<file path="config.mk">
export PLATFORM = sky130hd
export DESIGN_NAME = timer_entry_control
export DESIGN_NICKNAME = d
export VERILOG_FILES = /design/src/rtl/timer_pkg.sv /design/src/rtl/keypad_debounce.sv /design/src/rtl/timer_entry_control.sv
export SDC_FILE = /design/constraint.sdc
export NUM_CORES = 1
export LEC_CHECK = 0
export CORE_MARGIN = 5
export CORE_UTILIZATION = 30
export DETAILED_ROUTE_END_ITERATION = 16
export PLACE_DENSITY = 0.55
export RECOVER_POWER = 25
export SLEW_MARGIN = 20
export SYNTH_ARGS = -nofsm -noshare
export SYNTH_HDL_FRONTEND = slang
export SYNTH_HIERARCHICAL = 1
export SYNTH_SLANG_ARGS = --single-unit
</file>
<file path="constraint.sdc">
create_clock -name clock -period 9.6 [get_ports clock]
set_clock_uncertainty 0.2 [all_clocks]
set_input_delay 1.92 -clock clock [delete_from_list [all_inputs] [get_ports clock]]
set_output_delay 1.92 -clock clock [all_outputs]
set_load 0.1 [all_outputs]
</file>
<file path="src/rtl/timer_pkg.sv">
// Shared definitions for the microwave timer entry stage: keypad geometry,
// debounce state encoding and the keypad-to-code encoder.
// Build option: MULTI_KEY_REJECT_EN changes how multi-key samples are treated
// by the debounce block. The encoder output itself is the same in both builds.
package timer_pkg;

   localparam int KEYS  = 10;
   localparam int BCD_W = 4;

   typedef enum logic [1:0] {
      ST_ARMED     = 2'd0,
      ST_HELD      = 2'd1,
      ST_RELEASING = 2'd2
   } deb_state_e;

   // valid: exactly one key down; multi: more than one key down.
   // code is always the highest pressed key index (0 when idle).
   typedef struct packed {
      logic [BCD_W-1:0] code;
      logic             valid;
      logic             multi;
   } key_code_t;

   function automatic key_code_t encode_keypad(input logic [KEYS-1:0] keypad);
      key_code_t   r;
      int unsigned ones;
      r.code  = '0;
      r.valid = 1'b0;
      r.multi = 1'b0;
      ones    = 0;
      // Ascending scan so the highest pressed index wins.
      for (int k = 0; k < KEYS; k++) begin
         if (keypad[k]) begin
            r.code = BCD_W'(k);
            ones   = ones + 1;
         end
      end
      r.valid = (ones == 1);
      r.multi = (ones > 1);
      return r;
   endfunction

endpackage

</file>
<file path="src/rtl/keypad_debounce.sv">
// Keypad encoder plus press/release debounce FSM.
// hit flags that the current sample completes a stable run of DEBOUNCE_CYCLES
// identical usable codes; it is only meaningful while state is ST_ARMED, so
// the consumer qualifies it with the exported state.
// Build option: MULTI_KEY_REJECT_EN makes multi-key samples unusable for a
// press (they still count as "not idle" for release detection).
module keypad_debounce
   import timer_pkg::*;
#(
   parameter int DEBOUNCE_CYCLES = 3
) (
   input  logic             clock,
   input  logic             reset,
   input  logic             enable_n,
   input  logic [KEYS-1:0]  keypad,
   output logic [BCD_W-1:0] code,
   output logic             hit,
   output deb_state_e       state
);

   localparam int               CNT_W      = $clog2(DEBOUNCE_CYCLES + 1);
   localparam logic [CNT_W-1:0] CNT_TARGET = CNT_W'(DEBOUNCE_CYCLES);

   deb_state_e       state_next;
   logic [CNT_W-1:0] count;
   logic [CNT_W-1:0] count_next;
   logic [CNT_W-1:0] count_inc;
   logic [CNT_W-1:0] run_next;
   logic [BCD_W-1:0] last_code;
   logic [BCD_W-1:0] last_code_next;
   key_code_t        kc;
   logic             idle;
   logic             usable;
   logic             same;

   assign kc   = encode_keypad(keypad);
   assign idle = !(kc.valid || kc.multi);
   assign code = kc.code;

`ifdef MULTI_KEY_REJECT_EN
   assign usable = kc.valid;
`else
   assign usable = kc.valid || kc.multi;
`endif

   // A run continues only if a run is in progress and the code is unchanged.
   assign count_inc = count + 1'b1;
   assign same      = (count != '0) && (kc.code == last_code);
   assign run_next  = same ? count_inc : CNT_W'(1);
   assign hit       = !enable_n && usable && (run_next == CNT_TARGET);

   // State, run/idle counter and the code of the current run.
   always_ff @(posedge clock) begin
      if (reset) begin
         state     <= ST_ARMED;
         count     <= '0;
         last_code <= '0;
      end else begin
         state     <= state_next;
         count     <= count_next;
         last_code <= last_code_next;
      end
   end

   // Next-state logic; count means "identical samples" in ARMED and
   // "consecutive idle samples" in RELEASING.
   always_comb begin
      state_next     = state;
      count_next     = count;
      last_code_next = last_code;
      if (enable_n) begin
         state_next = ST_ARMED;
         count_next = '0;
      end else begin
         case (state)
            ST_ARMED: begin
               if (!usable) begin
                  count_next = '0;
               end else if (hit) begin
                  state_next = ST_HELD;
                  count_next = '0;
               end else begin
                  count_next     = run_next;
                  last_code_next = kc.code;
               end
            end
            ST_HELD: begin
               if (idle) begin
                  // The first idle sample already counts toward release.
                  if (DEBOUNCE_CYCLES == 1) begin
                     state_next = ST_ARMED;
                     count_next = '0;
                  end else begin
                     state_next = ST_RELEASING;
                     count_next = CNT_W'(1);
                  end
               end
            end
            ST_RELEASING: begin
               if (!idle) begin
                  state_next = ST_HELD;
                  count_next = '0;
               end else if (count_inc == CNT_TARGET) begin
                  state_next = ST_ARMED;
                  count_next = '0;
               end else begin
                  count_next = count_inc;
               end
            end
            default: begin
               state_next = ST_ARMED;
               count_next = '0;
            end
         endcase
      end
   end

endmodule

</file>
<file path="src/rtl/timer_entry_control.sv">
// Keypad-to-timer entry stage: debounced digit entry into an N-digit BCD
// buffer (newest digit in the low nibble) plus the 1 Hz timebase divider.
// Build option: MULTI_KEY_REJECT_EN (multi-key samples are never accepted;
// otherwise the highest pressed key is used). Port list is the same either way.
module timer_entry_control
   import timer_pkg::*;
#(
   parameter int N_DIGITS        = 4,
   parameter int DEBOUNCE_CYCLES = 3,
   parameter int DIV_RATIO       = 100
) (
   input  logic                              clock,
   input  logic                              reset,
   input  logic                              enable_n,
   input  logic [KEYS-1:0]                   keypad,
   output logic [BCD_W-1:0]                  D,
   output logic [BCD_W*N_DIGITS-1:0]         digits,
   output logic [$clog2(N_DIGITS+1)-1:0]     digit_count,
   output logic                              load_n,
   output logic                              pgt_1Hz
);

   localparam int DW    = BCD_W * N_DIGITS;
   localparam int CW    = $clog2(N_DIGITS + 1);
   localparam int DIV_W = $clog2(DIV_RATIO);

   logic [BCD_W-1:0] deb_code;
   logic             deb_hit;
   deb_state_e       deb_state;
   logic             accept;
   logic [DIV_W-1:0] div_count;
   logic [DIV_W-1:0] div_next;

   keypad_debounce #(
      .DEBOUNCE_CYCLES (DEBOUNCE_CYCLES)
   ) u_debounce (
      .clock    (clock),
      .reset    (reset),
      .enable_n (enable_n),
      .keypad   (keypad),
      .code     (deb_code),
      .hit      (deb_hit),
      .state    (deb_state)
   );

   // A digit is taken only on the completing sample of a run while armed.
   assign accept = deb_hit && (deb_state == ST_ARMED);

   // Entry buffer: shift newest digit in at the bottom, oldest falls off the top.
   always_ff @(posedge clock) begin
      if (reset) begin
         D           <= '0;
         digits      <= '0;
         digit_count <= '0;
         load_n      <= 1'b1;
      end else begin
         load_n <= !accept;
         if (accept) begin
            D      <= deb_code;
            digits <= DW'({digits, deb_code});
            if (digit_count != CW'(N_DIGITS)) begin
               digit_count <= digit_count + 1'b1;
            end
         end
      end
   end

   assign div_next = (div_count == DIV_W'(DIV_RATIO - 1)) ? '0 : div_count + 1'b1;

   // Free-running divider; pgt_1Hz is high for the upper half of each period
   // and is registered in step with the counter it is derived from.
   always_ff @(posedge clock) begin
      if (reset) begin
         div_count <= '0;
         pgt_1Hz   <= 1'b0;
      end else begin
         div_count <= div_next;
         pgt_1Hz   <= (div_next >= DIV_W'(DIV_RATIO / 2));
      end
   end

endmodule

</file>
==> qor.csv <==
metric,value,unit
Min Hold Slack,0.258,ns
Mapped Area,2550,um^2
Synth area leader,dfxtp_1,
Mapped Cells,300,
final hold violation count,0,
Layout area overhead,21.6,%
CP Launch Type,input port,
Vias/cell,4.86,
power per cell area,151,nW/um^2
Num CTS Buffers,5,
Synthesis Warnings,6,
slowest cell on the critical path,xor3_2,
Worst Max-Slew Pin Slew,1.28,ns
Routed met2 length,2490,um
placed standard-cell area,2980,um^2
main area contributors after synthesis,"dfxtp_1, ha_1, nand2_1",
"Avg Cell Area, Syn",8.50,um^2
minimum clock period,8.77,ns
"Seq/Total Area, Yosys",28.3,%
diodes inserted,0,
Peak Freq,114,MHz
largest net degree at the start of global routing,30,
vias in the first global route,2024,
first-pass GRT wire length,9210,um
HP Class,reg2reg,
"most used cell, CP",ha_1,
max-slew violations,0,
DRC,0,
max-cap violations,0,
Total Power,0.000468,W
routed wire length,5580,um
Final Cycle Share,91.4,%
Root Driver,clkbuf_8,
final core occ,37.5,%
layout cells sized above 1,8.71,%
Leak Pwr,1.16,nW
fillcell total,853,
path depth of the worst reg2reg path,11,
DR iter-0 viols,75,
TNS Setup,0,ns
Slew HR,14.4,%
Critical Path End Type,register,
number of enable flip-flop cells after synthesis,0,
Skew-Pair Late Insertion Delay,0.28,ns
Main synth FF type,dfxtp_1,
Peak VDD IR,0.0691,mV
Worst Path Required,9.52,ns
setup bufs post-CTS,0,
Synth top area share,28.3,%
remaining global-route overflow,0,
Met1 Wirelength,2770,um
CTS Hold Bufs,0,
Top Ports,38,
via count,2129,
Post-DRT Antenna Nets,0,
RSZ-0062 raised after global routing,no,
Final Instance Area,3100,um^2
# setup viols final,0,
status,completed,
Sink Count,36,
crit-path max FO,17,
post_cts resized,0,
most common cell in the netlist,nand2_1,
maximum buffer depth of the clock tree,2,
CTS tree,yes,
"flops & latches, synth",36,
top sig layer,met4,
r2r setup slk,6.16,ns
crit path kind,in2reg,
post-synth cell types,66,
DIE WIDTH,102,um
Worst EP arrival,8.70,ns
Worst-path clk slew,0.07,ns
WHS Path Cells,2,
most frequent cells after synthesis,"nand2_1, dfxtp_1, inv_1",
die height,102,um
Async SR Flop Fraction,0,%
CP max stage delay,0.53,ns
H-tree levels,2,
gr usage total,10.7,%
core area,8260,um^2
DR WL/cell,12.7,um
Mapped Nets,331,
Cell Rows,33,
Final Net Count,363,
placer congestion estimate,0.775,
I/O Buffers,37,
initial antenna violation count,0,
starting density of the core,30.9,%
Die ar.,10400,um^2
first-pass detailed-route iteration total,4,
post-DP HPWL,4200,um
met3 WL post-DR,266,um
[worst paths after layout]
kind                    end           startpoint
max reg2reg  digit_count[1]  u_debounce/count[0]
max          digit_count[1]            keypad[1]
min reg2reg      digits[14]           digits[14]
min              digits[14]           digits[14]
[cells in the final DEF, fill, tap and decap left out, types with 3 or more instances in the layout]
cell type,Yosys,final
o32ai_1,4,4
inv_1,25,25
nand2_1,46,46
nor2b_1,6,6
xor2_1,4,4
clkbuf_8,0,7
nand3_1,5,5
a21o_1,3,3
a21oi_1,23,23
xnor2_1,13,13
clkdlybuf4s50_1,0,29
ha_1,18,18
or3_1,4,4
and2_1,3,3
nor3_1,6,6
dfxtp_1,36,36
a211oi_1,4,4
nand2b_1,4,4
o21ai_0,8,8
nor2_1,16,16
mux2i_1,5,5
dlygate4sd3_1,0,8
[critical path, delay by kind of cell]
| family | cells | cell delay (ns) |
|---|---|---|
| adder cells (fa/ha/maj) | 7 | 2.17 |
| AO/OA/AOI/OAI | 10 | 1.82 |
| AND/OR/NAND/NOR | 11 | 1.24 |
| buffers and inverters | 4 | 0.87 |
| XOR/XNOR | 1 | 0.53 |
| multiplexers | 1 | 0.15 |
[stage by stage]
| stage | cells | worst slack, ns |
|---|---|---|
| floorplan | 300 | 1.69 |
| global placement | 430 | 0.715 |
| detailed placement | 430 | 0.596 |
| CTS | 438 | 0.893 |
| global route | 438 | 0.297 |
| finish | 438 | 0.826 |
[cells by family after synthesis]
family,Yosys count,synth area share [%]
AO/OA/AOI/OAI,66,18.6
XOR/XNOR,23,11.7
adder cells (fa/ha/maj),19,9.23
buffers and inverters,41,7.56
flip-flops,36,28.3
multiplexers,5,1.96
AND/OR/NAND/NOR,110,22.7
[metal layers]
| layer | vias to the layer above | global-route usage, % |
|---|---|---|
| met5 | - | 0 |
| met4 | 0 | 3.03 |
| met3 | 5 | 2.18 |
| met2 | 38 | 17.0 |
| met1 | 980 | 14.7 |
| li1 | 1106 | - |
[state kept, by name, summed over array words and instances (netlist names)]
register / cells
u_debounce/last_code: 4
digit_count: 3
div_count: 7
u_debounce/state: 2
pgt_1Hz: 1
D: 3
u_debounce/count: 2
load_n: 1
digits: 13
[where the power goes]
part / internal, W / switching [W] / leakage [nW]
clock: 0.0000916 / 0.0000532 / 0.0645
sequential: 0.000154 / 0.00000430 / 0.291
combinational: 0.0000793 / 0.0000853 / 0.805
total: 0.000325 / 0.000143 / 1.16
[final cells by class]
type                       count  area [um^2]  share of cell area, %
clock buffer                   7         96.3                   3.11
clock inverter                 1         30.0                  0.969
inverter                      26          103                   3.31
multi-input combinational    223         1630                   52.5
sequential                    36          721                   23.3
tap                          105          131                   4.24
timing repair buffer          40          389                   12.6
No activity file was read; power rests on OpenSTA's default activity.
